### src/rtl/instr_fetch_unit.sv
// instr_fetch_unit: two-byte instruction fetch from sync RAM into a prefetch FIFO with redirect.
module instr_fetch_unit #(
  parameter logic [7:0] RESET_PC   = 8'h00,
  parameter int         IBUF_DEPTH = 2
) (
  input  logic       clk,
  input  logic       rst,
  output logic       mem_req,
  input  logic       mem_gnt,
  output logic       mem_cs,
  output logic       mem_oe,
  output logic       mem_we,
  output logic [7:0] mem_addr,
  input  logic [7:0] mem_rdata,
  output logic       ir_valid,
  input  logic       ir_ready,
  output logic [7:0] ir_pc,
  output logic [7:0] ira,
  output logic [7:0] irb,
  input  logic       redirect,
  input  logic [7:0] redirect_pc
);
  typedef enum logic [1:0] {ISSUE_A, ISSUE_B, CAPTURE_B} state_t;
  state_t      state_q, state_d;
  logic [7:0]  pc_q, pc_d, hold_q, hold_d;
  logic        agnt_q, agnt_d;
  logic [23:0] buf_q [4];
  logic [23:0] buf_d [4];
  logic [1:0]  wr_q, wr_d, rd_q, rd_d;
  logic [2:0]  cnt_q, cnt_d, occ;
  logic        issue_a, gnt, push, pop;
  logic [7:0]  addr;
  function automatic logic [1:0] nxt(input logic [1:0] p);
    return (p == 2'(IBUF_DEPTH - 1)) ? 2'd0 : p + 2'd1;
  endfunction
  // CAPTURE_B doubles as the A-issue of the next instruction, so it counts the in-flight slot
  assign issue_a  = state_q != ISSUE_B;
  assign occ      = cnt_q + 3'(state_q == CAPTURE_B);
  assign addr     = (state_q == ISSUE_A) ? pc_q : (state_q == ISSUE_B) ? pc_q + 8'd1 : pc_q + 8'd2;
  assign mem_req  = !rst && !redirect && (!issue_a || occ < 3'(IBUF_DEPTH));
  assign gnt      = mem_req & mem_gnt;
  assign mem_cs   = gnt;
  assign mem_oe   = gnt;
  assign mem_we   = 1'b0;
  assign mem_addr = rst ? 8'h00 : addr;
  assign ir_valid = cnt_q != 3'd0;
  assign {ir_pc, ira, irb} = buf_q[rd_q];
  assign push     = state_q == CAPTURE_B && !redirect;
  assign pop      = ir_valid && ir_ready;
  always_comb begin
    buf_d   = buf_q;
    wr_d    = wr_q;
    rd_d    = rd_q;
    cnt_d   = cnt_q + 3'(push) - 3'(pop);
    pc_d    = push ? pc_q + 8'd2 : pc_q;
    hold_d  = (state_q == ISSUE_B && agnt_q) ? mem_rdata : hold_q;
    agnt_d  = issue_a && gnt;
    state_d = issue_a ? (gnt ? ISSUE_B : ISSUE_A) : (gnt ? CAPTURE_B : ISSUE_B);
    if (push) begin
      buf_d[wr_q] = {pc_q, hold_q, mem_rdata};
      wr_d        = nxt(wr_q);
    end
    if (pop) rd_d = nxt(rd_q);
    if (redirect) begin
      pc_d    = redirect_pc;
      state_d = ISSUE_A;
      agnt_d  = 1'b0;
      cnt_d   = 3'd0;
      wr_d    = 2'd0;
      rd_d    = 2'd0;
    end
  end
  always_ff @(posedge clk or posedge rst) begin
    if (rst) begin
      state_q <= ISSUE_A;
      pc_q    <= RESET_PC;
      hold_q  <= 8'h00;
      agnt_q  <= 1'b0;
      wr_q    <= 2'd0;
      rd_q    <= 2'd0;
      cnt_q   <= 3'd0;
      for (int i = 0; i < 4; i++) buf_q[i] <= 24'h0;
    end else begin
      state_q <= state_d;
      pc_q    <= pc_d;
      hold_q  <= hold_d;
      agnt_q  <= agnt_d;
      wr_q    <= wr_d;
      rd_q    <= rd_d;
      cnt_q   <= cnt_d;
      buf_q   <= buf_d;
    end
  end
endmodule

### config.mk
export PLATFORM = sky130hd
export DESIGN_NAME = instr_fetch_unit
export DESIGN_NICKNAME = d
export VERILOG_FILES = /design/src/rtl/instr_fetch_unit.sv
export SDC_FILE = /design/constraint.sdc
export NUM_CORES = 1
export LEC_CHECK = 0
export ABC_AREA = 1
export CORE_AREA = 5 5 108 110
export DETAILED_ROUTE_END_ITERATION = 12
export DIE_AREA = 0 0 113 115
export GPL_ROUTABILITY_DRIVEN = 1
export MAX_ROUTING_LAYER = met4
export PLACE_DENSITY = 0.84
export SLEW_MARGIN = 20
export SYNTH_ARGS = -nofsm -noshare
export SYNTH_HDL_FRONTEND = slang
export SYNTH_SLANG_ARGS = --single-unit
### constraint.sdc
create_clock -name clk -period 10.46 [get_ports clk]
set_input_delay 2.092 -clock clk [delete_from_list [all_inputs] [get_ports clk]]
set_output_delay 2.092 -clock clk [all_outputs]
set_load 0.02 [all_outputs]
Word level (Yosys, flattened, before mapping)
Index checks and enable logic that the tools add are counted.

operators by class
  reductions and logical operators = 15
  add/sub/neg operators = 7
  equal/unequal tests = 5
  multiplexer cells = 23
  magnitude comparators = 4
  bitwise logic cells = 3

operators by type and width
  operator                                                     number
  bitwise mux 96 bit                                           1
  2-to-1 mux 24 bit                                            3
  binary-select mux 24 bit (select 2 bit)                      1
  demux 24 bit (select 2 bit)                                  1
  2-to-1 mux 8 bit                                             5
  2-to-1 mux 2 bit                                             9
  adder 8 x 1 -> 8 bit (second input constant)                 1
  adder 8 x 2 -> 8 bit (second input constant)                 1
  logical AND 1 bit                                            7
  adder 3 x 1 -> 3 bit                                         2
  == test 2 x 1 -> 1 bit (second input constant)               3
  >= comparator 3 bit (second input constant)                  2
  NOT 2 -> 3 bit                                               2
  adder 2 x 1 -> 2 bit (second input constant)                 2
  nonzero test 2 bit                                           2
  zero test 1 bit                                              3
  less-than comparator 3 x 1 -> 1 bit (second input constant)  1
  less-than comparator 3 x 2 -> 1 bit (second input constant)  1
  2-to-1 mux 3 bit                                             1
  nonzero test 3 bit                                           1
  subtractor 3 x 1 -> 3 bit                                    1
  == test 2 bit (second input constant)                        1
  zero test 2 bit                                              1
  2-to-1 mux 1 bit                                             2
  3 further kinds                                              3

word-level totals
  logic and storage cells = 68
  input bits = 21
  bits in registers = 122

Logic depth before layout (Yosys ltp)
Gate-level depths: netlist (run 1).

  depth after elaboration = 9
  mapped depth = 12

Worst setup path before layout (run 1)
OpenSTA, ideal clock, no wires.

  path type = input -> output
  from = in rst
  to = out mem_addr[2]
  path slack = 2.860 ns
  arrival time = 5.508 ns
  cell stages on the path = 4
  cell sequence = clkbuf_1 -> inv_1 -> o211ai_1 -> nor2_1

between the ends
  word-level cells in the longest chain between the ends = 1

ends and longest elaborated chain
  what              RTL line  text
  from (decl)       7         input logic rst,
  2-to-1 mux 8 bit  45        assign mem_addr = rst ? 8'h00 : addr;
  to (decl)         13        output logic [7:0] mem_addr,

Every way passes these cells.

Worst setup path after layout (run 1)
Ends and elaborated chain as after synthesis.

==> metrics.md, run 1 <==
| Metric | Value |
|---|---|
| Status | finished clean |
| Vias in the first global route | 5,024 |
| Initial antenna violation count | 0 |
| Clk buf depth | 2 |
| Sink Count | roughly 120 |
| Layout Area Growth over Synthesis | 20.4% |
| Core area | about 11,000 um2 |
| PD cells | approximately 220 nW/um2 |
| Ys async rst share | 1.00 |
| Starting Density | 0.538 |
| Total GRT Usage | 0.237 |
| Boundary Pins | 58 |
| Post-DRT Antenna Nets | 0 |
| Crit path largest cell delay | 0.62 ns |
| Fin util | 0.648 |
| Sequential fraction of the synthesis area | 0.536 |
| Fin crit period | ~6.2 ns |
| Min-delay src | buf_q[17]$_DFFE_PP0P_ |
| Multi-input gate area | about 2200 um2 |
| Initial drt markers | ~470 |
| DR pass1 iterations | 5 |
| Layout cells sized above 1 | 0.0703 |
| Grt total ovfl | 0 |
| Cell Rows | 38 |
| GP Congestion | 0.889 |
| Final Hold Viols | 0 |
| Die H | approximately 120 um |
| Relative slew slack | 0.272 |
| Full die area | around 13,000 um2 |
| CP max stage cell | clkdlybuf4s50_1 |
| R2R Path Start | state_q[1]$_DFF_PP0_ |
| Dpl hpwl | approximately 8400 um |
| Die Wd | about 110 um |
| Setup bufs post-CTS | 0 |
| H-Tree Depth | 4 |
| Net Count, Synth | ~700 |
| Critical path required time | 8.37 ns |
| Worst EP arrival | roughly 4.1 ns |
| CTS tree | built |
| Fmax | 0.160 GHz |
| Final net count | approximately 740 |
| Worst setup path class | in2out |
| Post-CTS Resized | 0 |
| Hold_buf cts | 0 |
| Crit path max fanout | 54 |
| Beginning of the critical path | rst |
| WL/cell | around 16 um |
| Syn Area/Cell | 8.46 um2 |
| DRC | 0 |
| Post-synth EDFFs | 0 |
| Element type at the critical path start | input pin |
| Fillers | roughly 810 |
| Vias | 4,907 |
| Final Cycle Share | 0.596 |
| Worst vdd ir | approximately 0.17 mV |
| TritonCTS buffer count | 17 |
| Antenna diodes | 0 |
| Post-Syn Area | about 5700 um2 |
| Top FF cell, synth | dfrtp_1 |
| Most Frequent Cell on Critical Path | clkdlybuf4s50_1 |
| Wirelength, routed | between 10,000 and 15,000 um |
| Largest net degree at the start of global routing | 73 |
| Cell variety after synth | 28 |
| Gate Count Post-Synth | approximately 670 |
| Ys Warns | 0 |
| CP Cell Sequence | clkdlybuf4s50_1, inv_4, o211ai_1, nor2_1, clkdlybuf4s50_1 |
| Number of port buffers | between 50 and 60 |
| Root buffer cell | clkbuf_8 |
| Fin Setup TNS | 0 ns |
| Worst min path class | reg2reg |
| Clk pin slew, worst setup/hold paths | about 0.050 ns |
| Vias per inst | about 5.7 |
| Final setup fails | 0 |
| FF/Latch Area | ~3000 um2 |
| Crit path max-delay family | buffers and inverters |
| Slew Viols, Final | 0 |
| Crit path buffers/inverters | 3 |
| Worst setup EP type | output port |
| LEAKAGE | approximately 3.2 nW |
| Commonest non-fill, non-tap cells in the layout | 152 x nand2_1, 122 x dfrtp_1, 100 x o21ai_0, 74 x nor2_1, 56 x clkdlybuf4s50_1 |
| RSZ-0062 raised after global routing | no |
| Clock Latency Late Sink | approximately 0.52 ns |
| Clock Skew | 0.00756 ns |
| Yosys reg bits | about 120 |
| Worst Tran Pin Value | about 1.1 ns |
| First-pass GRT wire length | roughly 24,000 um |
| Max cap viols | 0 |
| Commonest non-fill, non-tap cell in the layout | nand2_1 |
-- cell type report --
class | instances | share of cell area
Clock buffer | 26 | 0.0725
Multi-Input combinational cell | 464 | 0.326
Clock inverter | 6 | 0.0193
Inverter | 47 | 0.0261
Tap cell | 140 | 0.0255
Timing Repair Buffer | 60 | 0.0860
Sequential cell | 122 | 0.445
-- synthesized netlist by cell type (2+ instances only) --
cell / count / area (um2)
clkbuf_1: 21 / 78.8
nand2_1: 152 / 571
inv_1: 47 / 176
o21ai_0: 100 / 500
xor2_1: 2 / 17.5
nand3_2: 3 / 30.0
buf_4: 3 / 22.5
buf_6: 9 / 101
nor2_1: 74 / 278
nand3_1: 12 / 60.1
o211ai_1: 4 / 30.0
dfrtp_1: 122 / 3050
o21ai_1: 53 / 265
o21ai_2: 12 / 105
o21bai_1: 2 / 15.0
o22ai_1: 24 / 150
ha_1: 7 / 87.6
a21oi_1: 11 / 55.1
buf_2: 7 / 35.0
-- cell families after synthesis --
group / Yosys count / share of synthesized area
compound gates: 206 / 0.197
xor+xnor: 3 / 0.00461
fa+ha+maj: 8 / 0.0189
buf+inv: 88 / 0.0733
flops: 122 / 0.536
other cells: 1 / 0.000658
simple gates: 246 / 0.170
-- through the flow --
stage               instance area (um2)  setup WS [ns]  power [W]  instances  hold slack, ns
detailed placement                 6230           4.20   0.000916        833           0.464
global route                       6870           4.04    0.00160        865           0.494
global placement                   6230           4.21   0.000906        833           0.460
floorplan                          5700           2.86   0.000762        674           0.448
CTS                                6860           4.18    0.00153        865           0.480
finish                             6870           4.23    0.00153        865           0.479
-- registers in the layout, indices dropped and copies added (netlist names) --
name,cells
wr_q,2
cnt_q,3
state_q,2
hold_q,8
rd_q,2
pc_q,8
buf_q,96
agnt_q,1
-- routing by layer --
| layer | global-route usage | routed length [um] | part of all wire |
|---|---|---|---|
| met5 | - | 0 | 0 |
| met4 | 0.0889 | 255 | 0.019 |
| met3 | 0.0553 | 800 | 0.058 |
| met1 | 0.296 | 5960 | 0.43 |
| met2 | 0.377 | 6750 | 0.49 |
-- worst reg2reg max path, cell delays in order (launching register included) --
cell	delay [ns]
dfrtp_1	0.48
nand2_2	0.12
nor2_2	0.47
nand3_2	0.98
nand2_1	0.38
o21ai_1	0.13
-- power by group --
group | internal [W] | switching (W) | total [W]
registers | 0.000503 | 0.0000224 | 0.000525
logic | 0.000152 | 0.000234 | 0.000386
clock network | 0.000419 | 0.000196 | 0.000614
-- final timing paths --
check | endpoint | slack (ns) | cells after the start
setup / recovery | mem_addr[2] | 4.23 | 5
hold / removal | buf_q[17]$_DFFE_PP0P_ | 0.48 | 2
setup reg to reg | buf_q[78]$_DFFE_PP0P_ | 7.73 | 5
hold reg to reg | buf_q[17]$_DFFE_PP0P_ | 0.48 | 2
max in group asynchronous | buf_q[75]$_DFFE_PP0P_ | 6.91 | 3
min in group asynchronous | pc_q[4]$_DFFE_PP0N_ | 2.20 | 2
(Power assumes the default switching activity.)
==> inputs of run 2 (changes only) <==
Settings changed: CORE_AREA 5 5 108 110 to 5 5 112 114, DIE_AREA 0 0 113 115 to 0 0 117 119, PLACE_DENSITY 0.84 to 0.82.
Clock period 10.46 ns to 5 ns, I/O delays scaled along.
==> run 2 against run 1 <==
Compared with the run above:
- sequential share of layout area increased by 0.14 points
- via count down 0.22%
- largest cell class unchanged
- largest power group unchanged
- global-route usage down 2.1 points
- critical path type unchanged
- first-iteration DRC count fell by 15%
- non-clock buffer count increased by 6
- highest routed layer unchanged
- routed wire length increased by 1.3%
==> metrics.md, run 2 (synthesized netlist as in run 1, its figures left out) <==
| Metric | Value |
|---|---|
| Vias | 4,896 (-0.22%) |
| Vias in the first global route | 4,896 (-2.5%) |
| Post-CTS Resized | 0 (unchanged) |
| Crit path max-delay family | buffers and inverters |
| Clk buf depth | 2 (unchanged) |
| Clk pin slew, worst setup/hold paths | 0.05 ns (about the same) |
| Worst Tran Pin Value | 0.873 ns (-0.218 ns) |
| Fillers | 943 (+17%) |
| Fin crit period | around 3.9 ns |
| WL/cell | 16.0 um (+0.37%) |
| Sw frac | 0.308 (+0.0120) |
| Grt total ovfl | 0 (unchanged) |
| Full die area | 13,900 um2 (+7.1%) |
| Final Hold Viols | 0 (unchanged) |
| Pwr Total | 0.00306 W (+100%) |
| Worst min path class | reg2reg |
| Final Cycle Share | 0.772 |
| Multi-input gate area | 2230 um2 (-0.34%) |
| Core area | 11,300 um2 (+6.8%) |
| Cell Rows | 39 (+2.6%) |
| Wirelength, routed | 13,900 um (+1.3%) |
| LEAKAGE | 3.23 nW (-0.14%) |
| Layout Area Growth over Synthesis | 20.1% |
| FF/Latch Area | 3050 um2 (unchanged) |
| Element type at the critical path start | input pin |
| Worst setup path class | in2out |
| Final net count | 747 (+0.81%) |
| Flop2flop setup slack | 2.52 ns (-5.21 ns) |
| Crit path largest cell delay | 0.61 ns (about the same) |
| CTS tree | built |
| DRC | 0 (unchanged) |
| Initial drt markers | 401 (-15%) |
| Number of port buffers | 56 (unchanged) |
| DR pass1 iterations | 6 (+1) |
| RSZ-0062 raised after global routing | no |
| Reg power frac | 0.359 (+0.015) |
| R2R cell count | 10 (+5) |
| Reg-to-Reg End | cnt_q[2]$_DFF_PP0_ |
| Clock Skew | 0.00514 ns (-0.00242 ns) |
| Post-DRT Antenna Nets | 0 (unchanged) |
| Non-filler cells, final | 873 (+0.92%) |
| PD cells | 447 nW/um2 (+100%) |
| Most Frequent Cell on Critical Path | clkdlybuf4s50_1 |
| Worst vdd ir | 0.362 mV (+120%) |
| Initial antenna violation count | 0 (unchanged) |
| Die Wd | 117 um (+3.5%) |
| Min-delay src | buf_q[27]$_DFFE_PP0P_ |
| Dpl hpwl | 8610 um (+2.2%) |
| Starting Density | 0.504 (-0.0341) |
| P_sw | 0.000943 W (+110%) |
| First-pass GRT wire length | 23,300 um (-2.8%) |
| Worst setup EP type | output port |
| Placed Cells | 842 (+1.1%) |
| Commonest non-fill, non-tap cells in the layout | 152 x nand2_1, 122 x dfrtp_1, 100 x o21ai_0, 74 x nor2_1, 56 x clkdlybuf4s50_1 |
| Total GRT Usage | 0.216 (-0.0206) |
| Hold EP | buf_q[27]$_DFFE_PP0P_ |
| Sink Count | 122 (unchanged) |
| Layout cells sized above 1 | 0.0795 (+0.00911) |
| Top reg by flops | buf_q |
| CP max stage cell | clkdlybuf4s50_1 |
| Worst EP arrival | 2.86 ns (-1.28 ns) |
| TritonCTS buffer count | 17 (unchanged) |
| Crit path max fanout | 27 (-50%) |
| Crit path buffers/inverters | 4 (+1) |
| Clock Latency Late Sink | 0.40 ns (-0.12 ns) |
| Regs by FF count | buf_q (96), hold_q (8), pc_q (8) |
| Die H | 119 um (+3.5%) |
| Fmax | approximately 0.26 GHz |
| Critical path required time | 4.00 ns (-4.37 ns) |
| Largest net degree at the start of global routing | 73 (unchanged) |
| Hold depth | 2 (unchanged) |
| CP Cell Sequence | clkdlybuf4s50_1, clkinvlp_4, buf_4, nand2_1, nor2_1, clkdlybuf4s50_1 |
| Fin util | 0.605 (-0.0430) |
| Setup bufs post-CTS | 0 (unchanged) |
| Final setup fails | 0 (unchanged) |
| R2R Path Start | state_q[1]$_DFF_PP0_ |
| Fin Setup TNS | 0 ns (unchanged) |
| Combinational Power Share | 0.267 (+0.014) |
| Commonest non-fill, non-tap cell in the layout | nand2_1 |
| Antenna diodes | 0 (unchanged) |
| Max FFs per register | 96 (unchanged) |
| Boundary Pins | 58 (unchanged) |
| GP Congestion | 0.955 (+7.4%) |
| H-Tree Depth | 4 (unchanged) |
| Root buffer cell | clkbuf_16 |
| Status | finished clean |
| Relative slew slack | 0.418 (+0.146) |
| Hold_buf cts | 0 (unchanged) |
| Max cap viols | 0 (unchanged) |
| Vias per inst | 5.61 (-1.1%) |
| Clock power share | 0.374 (-0.029) |
| Internal | 0.00211 W (+97%) |
| Slew Viols, Final | 0 (unchanged) |
| Fin Hold WS | 0.477 ns (-0.00166 ns) |
==> run 2: cell count changes in the layout (fill, tap and decap cells not counted), moves of 2 or more <==
cell	before	now
bufinv_16	4	1
clkbuf_1	4	2
clkinv_2	1	4
clkinvlp_4	1	3
buf_4	4	10
==> run 2: worst max-delay path by stage <==
stage / depth (start not counted) / startpoint / to / slack, ns
2_1_floorplan: 4 / rst / mem_addr[2] / 0.30
3_3_place_gp: 6 / rst / mem_addr[5] / 1.15
3_5_place_dp: 6 / rst / mem_addr[5] / 1.14
4_1_cts: 6 / rst / mem_addr[5] / 1.12
5_1_grt: 6 / rst / mem_addr[3] / 0.95
6_report: 6 / rst / mem_addr[3] / 1.14
==> run 2: cell type report <==
cell class	count	share of cell area
Clock buffer	24	0.0733
Inverter	47	0.0263
Timing Repair Buffer	66	0.0929
Sequential cell	122	0.446
Multi-Input combinational cell	464	0.326
Tap cell	143	0.0261
Clock inverter	7	0.00951
==> run 2: power by group through the flow <==
stage          clock network [W]  registers (W)  logic, W
2_1_floorplan                  0        0.00110  0.000493
3_3_place_gp                   0        0.00111  0.000788
3_5_place_dp                   0        0.00111  0.000816
4_1_cts                  0.00116        0.00110  0.000821
5_1_grt                  0.00120        0.00110  0.000892
6_report                 0.00114        0.00110  0.000816
==> run 2: per-stage QoR <==
step	cell area, um2	setup WS, ns
after global placement	6280	1.15
after global routing	6840	0.946
after detailed placement	6280	1.14
after floorplan	5700	0.300
after CTS	6840	1.12
final	6840	1.14
==> run 2: routing by layer <==
metal / vias up / global-route usage / wire (um)
met5: - / - / 0
met4: 0 / 0.0631 / 175
met3: 19 / 0.0477 / 877
met2: 209 / 0.343 / 6870
met1: 2361 / 0.279 / 6030
li1: 2307 / - / -
==> run 2: tightest hold or removal path: stages, from the launching register on <==
cell	delay, ns
dfrtp_1	0.34
nand2_1	0.05
o21ai_0	0.06
